--- config.mk ---
export PLATFORM = sky130hd
export DESIGN_NAME = game_tick_sched_flat
export DESIGN_NICKNAME = d
export VERILOG_FILES = /design/src/rtl/game_tick_sched_if.sv /design/src/rtl/game_tick_sched.sv /design/src/flat_wrapper.sv
export SDC_FILE = /design/constraint.sdc
export NUM_CORES = 1
export LEC_CHECK = 0
export BUFFER_PORTS_ARGS = -buffer_cell sky130_fd_sc_hd__buf_2
export CAP_MARGIN = 40
export CORE_AREA = 2 2 43 45
export CTS_CLUSTER_DIAMETER = 200
export DETAILED_ROUTE_END_ITERATION = 7
export DIE_AREA = 0 0 45 47
export GPL_TIMING_DRIVEN = 0
export PLACE_DENSITY = 0.61
export SYNTH_ARGS = -nofsm -noshare
export SYNTH_HDL_FRONTEND = slang
export SYNTH_SLANG_ARGS = --single-unit
--- constraint.sdc ---
create_clock -name clk -period 2.5 [get_ports clk]
set_input_delay 0.625 -clock clk [delete_from_list [all_inputs] [get_ports clk]]
set_output_delay 0.625 -clock clk [all_outputs]
set_load 0.05 [all_outputs]
--- src/rtl/game_tick_sched_if.sv ---
// Handshake bundle between the game logic / clock divider and the tick scheduler.
// The master side drives the game events and clk_game; the slave side is the scheduler.
interface game_tick_sched_if;
    logic       start;
    logic       pause_btn;
    logic       game_over;
    logic       score_inc;
    logic       clk_game;
    logic [1:0] clk_rate;
    logic       tick;
    logic       level_up;
    logic [1:0] state;

    modport master (
        output start, pause_btn, game_over, score_inc, clk_game,
        input  clk_rate, tick, level_up, state
    );

    modport slave (
        input  start, pause_btn, game_over, score_inc, clk_game,
        output clk_rate, tick, level_up, state
    );
endinterface

--- src/rtl/game_tick_sched.sv ---
// Game-state FSM and speed scheduler: derives clk_rate from the score-driven level and
// turns clk_game rises into one-clk tick enables that only fire while running.
module game_tick_sched #(
    parameter int unsigned PTS_PER_LEVEL = 8,
    parameter int unsigned MAX_LEVEL     = 3
) (
    input logic              clk,
    input logic              rst_n,
    game_tick_sched_if.slave bus
);

    localparam int unsigned     PtsW    = $clog2(PTS_PER_LEVEL);
    localparam logic [PtsW-1:0] PtsLast = PtsW'(PTS_PER_LEVEL - 1);
    localparam logic [1:0]      MaxLvl  = 2'(MAX_LEVEL);

    typedef enum logic [1:0] {
        StIdle  = 2'b00,
        StRun   = 2'b01,
        StPause = 2'b10,
        StOver  = 2'b11
    } state_e;

    state_e          state_q;
    logic [1:0]      level_q;
    logic [1:0]      clk_rate_q;
    logic [PtsW-1:0] pts_q;
    logic            cg_q;
    logic            tick_q;
    logic            level_up_q;

    always_ff @(posedge clk or negedge rst_n) begin
        if (!rst_n) begin
            state_q    <= StIdle;
            level_q    <= '0;
            clk_rate_q <= '0;
            pts_q      <= '0;
            cg_q       <= 1'b0;
            tick_q     <= 1'b0;
            level_up_q <= 1'b0;
        end else begin
            cg_q       <= bus.clk_game;
            // Uses the pre-transition state, so a rise sampled on the RUN-entry clk is dropped.
            tick_q     <= (state_q == StRun) & bus.clk_game & ~cg_q;
            clk_rate_q <= level_q;
            level_up_q <= 1'b0;

            unique case (state_q)
                StIdle, StOver: begin
                    if (bus.start && !bus.game_over) begin
                        state_q <= StRun;
                        level_q <= '0;
                        pts_q   <= '0;
                    end
                end
                StRun: begin
                    if (bus.game_over) begin
                        state_q <= StOver;
                    end else if (bus.pause_btn) begin
                        state_q <= StPause;
                    end else if (bus.score_inc) begin
                        if (pts_q == PtsLast) begin
                            pts_q <= '0;
                            if (level_q < MaxLvl) begin
                                level_q    <= level_q + 2'd1;
                                level_up_q <= 1'b1;
                            end
                        end else begin
                            pts_q <= pts_q + PtsW'(1);
                        end
                    end
                end
                StPause: begin
                    if (bus.game_over) begin
                        state_q <= StOver;
                    end else if (bus.pause_btn) begin
                        state_q <= StRun;
                    end
                end
            endcase
        end
    end

    assign bus.state    = state_q;
    assign bus.clk_rate = clk_rate_q;
    assign bus.tick     = tick_q;
    assign bus.level_up = level_up_q;

endmodule

--- src/flat_wrapper.sv ---
// flat-port wrapper written by rule: the top's interface ports become plain ports
module game_tick_sched_flat 
#(
    parameter int unsigned PTS_PER_LEVEL = 8,
    parameter int unsigned MAX_LEVEL     = 3
)
  (clk, rst_n, bus_start, bus_pause_btn, bus_game_over, bus_score_inc, bus_clk_game, bus_clk_rate, bus_tick, bus_level_up, bus_state);
  game_tick_sched_if bus_i ();
  input logic clk;
  input logic rst_n;
  input wire logic [$bits(bus_i.start)-1:0] bus_start;
  input wire logic [$bits(bus_i.pause_btn)-1:0] bus_pause_btn;
  input wire logic [$bits(bus_i.game_over)-1:0] bus_game_over;
  input wire logic [$bits(bus_i.score_inc)-1:0] bus_score_inc;
  input wire logic [$bits(bus_i.clk_game)-1:0] bus_clk_game;
  output wire logic [$bits(bus_i.clk_rate)-1:0] bus_clk_rate;
  output wire logic [$bits(bus_i.tick)-1:0] bus_tick;
  output wire logic [$bits(bus_i.level_up)-1:0] bus_level_up;
  output wire logic [$bits(bus_i.state)-1:0] bus_state;
  assign bus_i.start = bus_start;
  assign bus_i.pause_btn = bus_pause_btn;
  assign bus_i.game_over = bus_game_over;
  assign bus_i.score_inc = bus_score_inc;
  assign bus_i.clk_game = bus_clk_game;
  assign bus_clk_rate = bus_i.clk_rate;
  assign bus_tick = bus_i.tick;
  assign bus_level_up = bus_i.level_up;
  assign bus_state = bus_i.state;
  game_tick_sched #(.PTS_PER_LEVEL(PTS_PER_LEVEL), .MAX_LEVEL(MAX_LEVEL)) u_core (.clk(clk), .rst_n(rst_n), .bus(bus_i));
endmodule
-- Yosys cells after proc, flatten, opt, wreduce, memory -nomap -nowiden
Cells that the tools add are included.
W data, S select, Z words.
- add/subtract/negate cells: 2
- order comparisons: 1
- eq/ne operators: 12
- muxes and demuxes: 25
- bitwise operators: 3
- reduce and logical (&&, ||, !) cells: 8
- operators with widths (kind ; count):
    $mux W2 ; 11
    $mux W3 ; 5
    $ne A2 B2 Y1 const B ; 5
    $reduce_and A7 Y1 ; 1
    $mux W1 ; 6
    $ne A3 B3 Y1 const B ; 2
    $pmux W2 S3 ; 1
    $pmux W3 S2 ; 1
    $reduce_and A5 Y1 ; 1
    $eq A2 B2 Y1 const B ; 2
    $pmux W2 S2 ; 1
    $add A3 B1 Y3 const B ; 1
    $eq A3 B3 Y1 const B ; 1
    $reduce_and A3 Y1 ; 1
    $add A2 B1 Y2 const B ; 1
    $and A1 B1 Y1 ; 2
    $eq A2 B1 Y1 const B ; 1
    $logic_not A2 Y1 ; 1
    $lt A2 B2 Y1 const B ; 1
    $ne A2 B1 Y1 const B ; 1
    $reduce_bool A2 Y1 ; 1
    $reduce_or A2 Y1 ; 1
    $logic_and A1 B1 Y1 ; 1
    $logic_not A1 Y1 ; 1
    $not A1 Y1 ; 1
- flip-flop bits (word level): 12
- input port bits: 7
- output and inout bits: 6

-- Logic depth before layout (Yosys ltp)
- word-level depth: 7
- gate-level depth with buffers: 6
- gate-level depth less buffers: 5

-- Worst setup path after synthesis
OpenSTA, ideal clock, no wires.
- kind: register -> register
- start point: register u_core.state_q[0], in the netlist u_core.bus.state[0]
- end point: register u_core.level_q[0]
- library setup time: 0.104 ns
- arrival time: 2.002 ns
- required time: 2.396 ns
- setup slack: 0.395 ns
- stages on the path, launching flop included: 6
- buffers on the path: 0
- cells stage by stage: dfrtp_1 -> inv_1 -> ha_1 -> nor2b_4 -> or4_4 -> o311ai_1
- longest elaborated chain between the ends: 4
- elaborated cells between the ends (all ways): 13
- those cells by class: eq/ne: 8; mux: 1; reduce/logical: 4
- ends and longest elaborated chain (what ; RTL line ; source):
    start, declared ; game_tick_sched.sv:23 ; state_e state_q;
    start signal, assigned ; game_tick_sched.sv:33 ; state_q <= StIdle;
    start signal, assigned ; game_tick_sched.sv:50 ; state_q <= StRun;
    start signal, assigned ; game_tick_sched.sv:57 ; state_q <= StOver;
    $eq A2 B2 Y1 / $logic_not A2 Y1 (equally long branches) ; game_tick_sched.sv:47 ; unique case (state_q)
    $reduce_or A2 Y1 ; game_tick_sched.sv:47 ;
    $ne A2 B1 Y1 (no source line) / $reduce_bool A2 Y1 (equally long branches) ; n/a ;
    $reduce_and A7 Y1 (no source line) ; n/a ;
    end signal, assigned ; game_tick_sched.sv:64 ; level_q <= level_q + 2'd1;
    end, declared ; game_tick_sched.sv:24 ; logic [1:0] level_q;
Parallel ways exist; a longest one is shown, timed or not.
A chain may end at the register's enable or synchronous reset.

-- Final worst setup path
- start point: register u_core.state_q[0], in the netlist u_core.bus.state[0]
- end point: register u_core.pts_q[0]
- longest elaborated chain between the ends: 4
- elaborated cells between the ends (all ways): 11
- those cells by class: eq/ne: 6; mux: 1; reduce/logical: 4
- ends and longest elaborated chain (what ; RTL line ; source):
    $eq A2 B2 Y1 / $logic_not A2 Y1 (equally long branches) ; game_tick_sched.sv:47 ;
    $reduce_or A2 Y1 ; game_tick_sched.sv:47 ;
    $ne A2 B1 Y1 (no source line) / $reduce_bool A2 Y1 (equally long branches) ; n/a ;
    $reduce_and A5 Y1 (no source line) ; n/a ;
    end signal, assigned ; game_tick_sched.sv:68 ; pts_q <= pts_q + PtsW'(1);
    end, declared ; game_tick_sched.sv:26 ; logic [PtsW-1:0] pts_q;
Parallel ways exist; a longest one is shown, timed or not.

==> impl_metrics.tcl <==
set metrics [dict create \
    hold_viol_final 0 \
    globalplace.congestion 0.750 \
    final.setup_skew_ps 3.38 \
    grt_start_max_net_pins 13 \
    synth.net_count 68 \
    syn2layout_area_growth_pct 18.7 \
    total_power_mw 0.962 \
    static-leakage-power_nw 0.364 \
    cp_data_arrival_time_ps 2050 \
    drive_above_1_share 0.306 \
    pre_cts_ws_ps 576 \
    timing.setup.tns_ps 0 \
    start_util 0.381 \
    final_count_of_pins_violating_max_slew 0 \
    timing_worst_slew_pin_value_ps 539 \
    final_core_utilization 0.452 \
    fillerInstances 172 \
    grt_pass1_wl_mm 1.75 \
    criticalPathCategory "flop to flop" \
    netlist_instances 56 \
    vdd_drop_max_mv 0.617 \
    synth.mux.area_fraction 0.0517 \
    avgRoutedWirePerCell_um 12.4 \
    setup_failing_eps_final 0 \
    insertedDiodeCount 0 \
    ctsHtreeMaxLevel 1 \
    r2r.worst_path.cells 5 \
    route.detailed.vias_per_inst 5.29 \
    dpl.hpwl_um 858 \
    regToRegStartpoint "u_core.bus.state[0]" \
    synth.top_cells.by_area "sky130_fd_sc_hd__dfrtp_1, sky130_fd_sc_hd__ha_1, sky130_fd_sc_hd__nand2b_1" \
    fin_nets 85 \
    die_area_um2 2120 \
    clock_latency_ps 260 \
    drt-total-wl_mm 1.11 \
    synth-seq-area-share 0.477 \
    max_freq_mhz 527 \
    globalRouteTotalUtil 0.123 \
    synth_compound_gate_area_share 0.127 \
    hold_class "input pin to asynchronous set/reset pin" \
    drc 0 \
    regToRegSetupSlack_ps 600 \
    ctsResizeCount 0 \
    run_status "finished clean" \
    cts.repair_timing.setup_buffer_count 0 \
    grt_pass1_vias 423 \
    max-clock-path-buffers 2 \
    grt.overflow.total 0 \
    rows 15 \
    cts.clk_slew.worst_paths_ps 70 \
    post-synth-top-area-cell "sky130_fd_sc_hd__dfrtp_1" \
    clock-root-buffer "sky130_fd_sc_hd__clkbuf_4" \
    fraction_of_synthesized_cell_area_taken_by_the_top_area_cell_type 0.477 \
    drv_cap 0 \
    finalWorstSetupSlack_ps 603 \
    core_um2 1650 \
    kind_of_end_point_of_the_critical_path "flop" \
    syn_area_per_cell_um2 11.2 \
    rsz0062_at_grt "no" \
    dr.pass1.iters 2 \
    tritoncts_clock_tree "built" \
    synthDistinctLibCells 23 \
    relSlewSlack 0.639 \
    clkSinkCount 12 \
    synth_warnings 0 \
    dominant_combinational_cell_family_by_area_after_synthesis "simple AND/OR/NAND/NOR gates" \
    io-pin-count 13 \
    r2r_end "u_core.pts_q[0]" \
    io_buffer_count 12 \
    post_synth_fa_ha_maj_area_fraction 0.0994 \
    timing.critical_path.from_type "flop" \
    fp.dieH_um 47 \
    number_of_antenna_violations_at_the_first_check_in_global_routing 0 \
    worst-path-max-fanout 6 \
    ctsHoldBuffers 0 \
    drt_first_iter_violations 6 \
    synth_simple_gate_area_frac 0.203 \
    vias 471 \
    tritoncts.num_buffers 3 \
    power-per-cell-area_nw_per_um2 1290 \
    die-width_um 45 \
    post-route-period-util 0.759 \
    worst_setup_path_startpoint "u_core.bus.state[0]" \
    timing.critical_path.required_ps 2650 \
    ys_ff_latch 12 \
    layout_min_cycle_time_ps 1900 \
    drtAntennaViolNets 0 \
    synth_xor_xnor_area_share 0 \
    area_of_the_mapped_netlist_um2 629 \
]
==> per-layer routing <==
layer,vias to the layer above,part of all wire,track usage
li1,237,-,-
met1,221,0.45,0.145
met2,11,0.48,0.194
met3,2,0.056,0.0577
met4,0,0.011,0.0529
met5,-,0,0
==> area by class of cell <==
cell class                 count  area [µm²]  area share
multi-input combinational     39         303       0.405
sequential                    12         300       0.402
timing repair buffer          12        60.1      0.0804
clock buffer                   4        36.3      0.0486
tap                           17        21.3      0.0285
inverter                       4        15.0      0.0201
buffer                         1        11.3      0.0151
==> stage by stage <==
stage	hold WS [ps]	instances	cell area [µm²]
detailed placement	398	85	711
global route	226	89	747
CTS	219	89	747
floorplan	329	56	629
global placement	390	85	711
finish	224	89	747
==> kinds of logic after synthesis <==
kind of cell,count (synthesis)
simple gates,21
compound gates,10
flops,12
buf+inv,5
fa+ha+maj,5
mux,3
==> Yosys cell counts <==
master	count
sky130_fd_sc_hd__inv_1	4
sky130_fd_sc_hd__a21oi_1	1
sky130_fd_sc_hd__nand3_1	2
sky130_fd_sc_hd__or2_2	1
sky130_fd_sc_hd__nor2_1	3
sky130_fd_sc_hd__ha_1	5
sky130_fd_sc_hd__a22oi_1	1
sky130_fd_sc_hd__nand3b_1	2
sky130_fd_sc_hd__buf_6	1
sky130_fd_sc_hd__mux2i_1	1
sky130_fd_sc_hd__o2bb2ai_1	2
sky130_fd_sc_hd__dfrtp_1	12
sky130_fd_sc_hd__nand2_1	3
sky130_fd_sc_hd__nor3_1	2
sky130_fd_sc_hd__nor2b_4	1
sky130_fd_sc_hd__a211oi_1	2
sky130_fd_sc_hd__nand2b_1	4
sky130_fd_sc_hd__o41ai_1	2
sky130_fd_sc_hd__o311ai_1	2
sky130_fd_sc_hd__mux2_2	2
sky130_fd_sc_hd__or4_4	1
sky130_fd_sc_hd__and2_1	1
sky130_fd_sc_hd__nor3b_1	1
==> sequential cells by signal (all words and copies together), names as in the netlist <==
signal	count
u_core.bus.clk_rate	2
u_core.bus.level_up	1
u_core.bus.state	2
u_core.bus.tick	1
u_core.cg_q	1
u_core.level_q	2
u_core.pts_q	3
==> placed cells by master (no fill, tap or decap) <==
cell type                   netlist  routed
sky130_fd_sc_hd__a211oi_1         2       2
sky130_fd_sc_hd__mux2_2           2       2
sky130_fd_sc_hd__and2_1           1       1
sky130_fd_sc_hd__nand2_1          3       3
sky130_fd_sc_hd__nor2_1           3       3
sky130_fd_sc_hd__ha_1             5       5
sky130_fd_sc_hd__or4_4            1       1
sky130_fd_sc_hd__mux2i_1          1       1
sky130_fd_sc_hd__inv_1            4       4
sky130_fd_sc_hd__o311ai_1         2       2
sky130_fd_sc_hd__clkbuf_4         0       3
sky130_fd_sc_hd__buf_6            1       1
sky130_fd_sc_hd__clkbuf_8         0       1
sky130_fd_sc_hd__or2_2            1       1
sky130_fd_sc_hd__o41ai_1          2       2
sky130_fd_sc_hd__nand3b_1         2       2
sky130_fd_sc_hd__nand2b_1         4       4
sky130_fd_sc_hd__nor3b_1          1       1
sky130_fd_sc_hd__nand3_1          2       2
sky130_fd_sc_hd__nor2b_4          1       1
sky130_fd_sc_hd__dfrtp_1         12      12
sky130_fd_sc_hd__buf_2            0      12
sky130_fd_sc_hd__a22oi_1          1       1
sky130_fd_sc_hd__o2bb2ai_1        2       2
sky130_fd_sc_hd__nor3_1           2       2
sky130_fd_sc_hd__a21oi_1          1       1
==> worst max-delay path: stages, from the launching register on <==
cell and delay, ps:
sky130_fd_sc_hd__dfrtp_1 360, sky130_fd_sc_hd__inv_1 60, sky130_fd_sc_hd__ha_1 370, sky130_fd_sc_hd__nor2b_4 170, sky130_fd_sc_hd__a211oi_1 440, sky130_fd_sc_hd__mux2_2 390
==> how the worst max path moves through the flow <==
| stage | to | slack (ps) | cells after the start |
|---|---|---|---|
| 6_report | u_core.pts_q[0] | 600 | 5 |
| 5_1_grt | u_core.pts_q[0] | 520 | 5 |
| 4_1_cts | u_core.pts_q[0] | 590 | 5 |
| 3_5_place_dp | u_core.pts_q[0] | 580 | 4 |
| 3_3_place_gp | u_core.pts_q[1] | 590 | 4 |
| 2_1_floorplan | u_core.level_q[0] | 390 | 5 |
==> report_power, final <==
group	switching [mW]	internal [mW]	leakage, nW	total (mW)
clock	0.0580	0.0883	0.0210	0.146
combinational	0.308	0.205	0.188	0.512
sequential	0.0430	0.260	0.155	0.303
total	0.409	0.553	0.364	0.962
No activity file was read; power rests on OpenSTA's default activity.
